File: src/rtl/clk_p.sv
// rtl/clk_p.sv - interval timer for the traffic-light controller
// Counts timebase ticks since the last clear and flags the short and long phase intervals.
module clk_p #(
  parameter int CNT_W   = 4,
  parameter int T_SHORT = 2,
  parameter int T_LONG  = 10
) (
  input  logic CLK,
  input  logic RST,
  input  logic TC_TIMEBASE,
  input  logic RST_Q,
  output logic TC_2,
  output logic TC_10
);

  localparam logic [CNT_W-1:0] SHORT_C = CNT_W'(T_SHORT);
  localparam logic [CNT_W-1:0] LONG_C  = CNT_W'(T_LONG);

  logic [CNT_W-1:0] cnt;

  // Clear wins over a coincident tick; the count saturates at T_LONG instead of wrapping.
  always_ff @(posedge CLK or posedge RST) begin
    if (RST) begin
      cnt <= '0;
    end else if (RST_Q) begin
      cnt <= '0;
    end else if (TC_TIMEBASE && (cnt < LONG_C)) begin
      cnt <= cnt + 1'b1;
    end
  end

  assign TC_2  = (cnt >= SHORT_C);
  assign TC_10 = (cnt >= LONG_C);

endmodule

File: config.mk
export PLATFORM = sky130hd
export DESIGN_NAME = clk_p
export DESIGN_NICKNAME = d
export VERILOG_FILES = /design/src/rtl/clk_p.sv
export SDC_FILE = /design/constraint.sdc
export NUM_CORES = 1
export LEC_CHECK = 0
export ABC_AREA = 1
export BUFFER_PORTS_ARGS = -buffer_cell sky130_fd_sc_hd__clkbuf_2
export CAP_MARGIN = 25
export CORE_AREA = 2 2 39 41
export CTS_CLUSTER_SIZE = 40
export DETAILED_ROUTE_END_ITERATION = 7
export DIE_AREA = 0 0 41 43
export GPL_TIMING_DRIVEN = 0
export MAX_ROUTING_LAYER = met4
export SYNTH_ARGS = -nofsm -noshare
export SYNTH_HDL_FRONTEND = slang
export SYNTH_SLANG_ARGS = --single-unit
export TNS_END_PERCENT = 10
File: constraint.sdc
create_clock -name CLK -period 1.2 [get_ports CLK]
set_input_delay 0 -clock CLK [delete_from_list [all_inputs] [get_ports CLK]]
set_output_delay 0 -clock CLK [all_outputs]
set_load 0.01 [all_outputs]
# Yosys cells after proc, flatten, opt, wreduce, memory -nomap -nowiden
# Cells that the tools add are included.
# classes
reduce_logical	2
n_addsub	1
muxes	2
magnitude_cmp	3
# ops
operator	count
4-bit 2-to-1 mux	2
4-bit by 1-bit adder with 4-bit output (second input constant)	1
4-bit by 2-bit greater-or-equal comparator with 1-bit output (second input constant)	1
4-bit greater-or-equal comparator (second input constant)	1
4-bit less-than comparator (second input constant)	1
2-bit nonzero test	1
1-bit logical AND	1
# word_totals
wordCells	9
register_bits	4

# Depth between registers and ports, before layout
# depth
word_depth	4
ltp_mapped	6
depth_no_buf	6

# Least setup slack after synthesis
# Ideal clock, no wire load.
# synth_timing
path_kind	register to register
from	reg cnt[1]
to	reg cnt[2]
slack_ns	0.218
path_stages_with_launch	5
setup_ns	0.118
arrival_time_ns	0.864
synth_period_minus_slack_ns	0.982
cell_sequence	dfrtp_1 -> o21ai_2 -> nand2_1 -> nand3_1 -> nand2_1
# synth_between
elab_chain_len	3
word_cells_on_any_way	6
classes_between	1 x add/sub; 1 x order compare; 2 x mux; 2 x reduce/logical
# synth_lines
element	line_no	source
start, declared	19	logic [CNT_W-1:0] cnt;
start signal, assigned	28	cnt <= cnt + 1'b1;
4-bit by 1-bit adder with 4-bit output or 4-bit less-than comparator (tied branches)	28, 27	
4-bit 2-to-1 mux or 1-bit logical AND (tied branches)	27	end else if (TC_TIMEBASE && (cnt < LONG_C)) begin
4-bit 2-to-1 mux or 2-bit nonzero test (tied branches)	--	
# Several ways; a longest one is shown, not always the timed one. The select of a mux whose other input is x is not followed.
# A chain may end at the register's enable or synchronous reset.

# Worst setup path in the final report
# layout_timing
from	reg cnt[1]
to	out TC_2
# layout_between
elab_chain_len	1
# layout_lines
element	line_no	source
4-bit by 2-bit greater-or-equal comparator with 1-bit output	32	assign TC_2 = (cnt >= SHORT_C);
end, declared	12	output logic TC_2,
# No other way between the ends.

==> reports/metrics.csv <==
metric,value,unit
LEAKAGE,0.2038,nW
CTS tree,yes,
min Tclk post-route,1.150,ns
Fmax achieved,869.4,MHz
Num Clock Sinks,4,
nature of the critical path endpoint,primary output,
CTS Buffer Depth,2,
worst rel slew slack,83.65,%
drt drc,0,
share of cells above drive strength 1,29.55,%
starting DRC count in detailed routing,3,
"Core Util, Final",25.32,%
clk_lat worst skew,0.23,ns
via count,245,
met3 routed WL,18,um
Die Height,43,um
register area share after synthesis,40.61,%
Post-Syn Nets,39,
"FF+latch count, synth",4,
Unique masters post-synth,10,
WS Path Type,reg -> out,
CP Buf/Inv Count,1,
fin nets,52,
status,"finished, final reports clean",
RSZ-0062 raised after global routing,yes,
first-pass GRT wire length,745,um
met2 WL post-DR,239,um
"critical path fanouts, max",6,
Synth Warn #,0,
"reg-to-reg slack, setup",0.09,ns
DR WL/cell,8.217,um
remaining global-route overflow,0,
pwr dens,1043,mW/mm^2
Final Slew Violations,0,
# H-tree levels,1,
"Reg clk slew, reported paths",0.04,ns
hold endpoint,cnt[2],
final setup fails,0,
R2R Path End,cnt[2],
post-DP HPWL,390.5,um
initial antenna violation count,0,
die area,0.001763,sq mm
Core ar.,0.001384,sq mm
skew final,0.001856,ns
MaxCap Viol Count,0,
number of flip-flops in the largest register,4,
Total GRT Usage,6.515,%
start point of the critical path,cnt[1],
Top Layer Used,met3,
Worst Hold Class,in -> reg,
critical path's largest stage delay,0.44,ns
PortBufs,5,
total wire length,493,um
Final Wtd Congestion,0.7726,
Critical R2R Launch,cnt[0],
WP depth,4,
CP arrival,1.15,ns
Routed Antenna Nets,0,
vias in the first global route,200,
M1 WL,235,um
Via density,4.083,
antenna cells,0,
R2R cell count,7,
largest net degree at the start of global routing,7,
area delta synth->final,42.13,%
worst path cell trace,ha_2 > nor3_2 > nand2_1 > clkbuf_2,
Final Hold Viols,0,
TritonCTS buffer count,3,
Final Cycle Share,95.85,%
hold_sp,TC_TIMEBASE,
FP Rows,14,
die width,41,um
Peak supply drop,0.0004813,V
critical path's top delay family,flip-flops,
First-pass DRT Iterations,2,
Mean Syn Cell Area,7.469,sq um
Tightest Pin Transition,0.2452,ns
Tot Pwr,0.3655,mW
Crit-path slowest cell,dfrtp_2,
initial core utilization,17.81,%
cell count after synthesis,33,
Worst Hold Path Cells,3,
Biggest register,cnt,
Post-Syn Area,246.5,sq um
Regs by FF count,cnt: 4 flops,
root buf cell,clkbuf_4,
io pins,6,
CP startpoint kind,register,
Critical Path RT,1.20,ns
## routing by layer
metal  track usage, %  up-vias
met5                -        -
met4            2.000        0
met3            4.712        0
met2            8.125        6
met1            8.170      107
li1                 -      132
## per-stage QoR
stage          cell area, sq um  setup TNS (ns)  std cells  setup WS (ns)  hold WS, ns
4_1_cts                   347.8               0         60        0.01065      0.05431
3_3_place_gp              291.5               0         54         0.1053      -0.1378
3_5_place_dp              291.5               0         54        0.09988      -0.1360
6_report                  350.3               0         60        0.04977      0.06299
5_1_grt                   350.3        -0.06466         60       -0.02576      0.09013
2_1_floorplan             246.5               0         33         0.2183      -0.2339
## timing repair
item                                    in CTS  in global routing
endpoints found under the hold margin        5                  0
resized for setup                            2                  1
buffers inserted                             1                  0
hold buffers                                 2                  0
endpoints found under the setup margin       1                  3
## worst register-to-register path, stage by stage, from the launching register on
cell	delay (ns)
dfrtp_1	0.37
buf_4	0.14
ha_1	0.20
nand2_1	0.06
inv_1	0.04
nor2_1	0.09
nand4_1	0.08
nand2_1	0.07
## cells in the mapped netlist
cell type  n  share of area, %
inv_1      7                11
nand2_1    7                11
dfrtp_1    4                41
nand3_1    4               8.1
nand4_1    3               7.6
nor2_1     3               4.6
ha_1       2                10
a21oi_1    1               2.0
nor3_1     1               2.0
o21ai_2    1               3.6
## layout by cell type, fill, tap and decap left out
cell type / n
a21oi_1: 1
buf_4: 1
clkbuf_2: 5
clkbuf_4: 3
dfrtp_1: 3
dfrtp_2: 1
dlygate4sd3_1: 2
ha_1: 1
ha_2: 1
inv_1: 7
nand2_1: 7
nand3_1: 4
nand4_1: 3
nor2_1: 3
nor3_2: 1
o21ai_2: 1
## cell type report
class	instances	area, sq um
Timing Repair Buffer	8	52.55
Fill cell	159	1033
Clock buffer	3	22.52
Inverter	7	26.28
Multi-Input combinational cell	22	127.6
Sequential cell	4	101.3
Tap cell	16	20.02
## how the worst max path moves through the flow
stage / to
2_1_floorplan: cnt[2]
3_3_place_gp: cnt[2]
3_5_place_dp: cnt[1]
4_1_cts: TC_2
5_1_grt: TC_2
6_report: TC_2
## cell families after synthesis
family / count (synthesis) / synth area share, %
AOI/OAI and AO/OA: 2 / 5.582
adders and majority gates: 2 / 10.15
buffers and inverters: 7 / 10.66
DFF: 4 / 40.61
and+or+nand+nor: 18 / 33.00
## power breakdown
part	internal [mW]	total (mW)	switching, mW
clock network	0.111	0.161	0.0496
registers	0.142	0.150	0.00799
logic	0.0264	0.0545	0.0280
(Power assumes the default switching activity.)
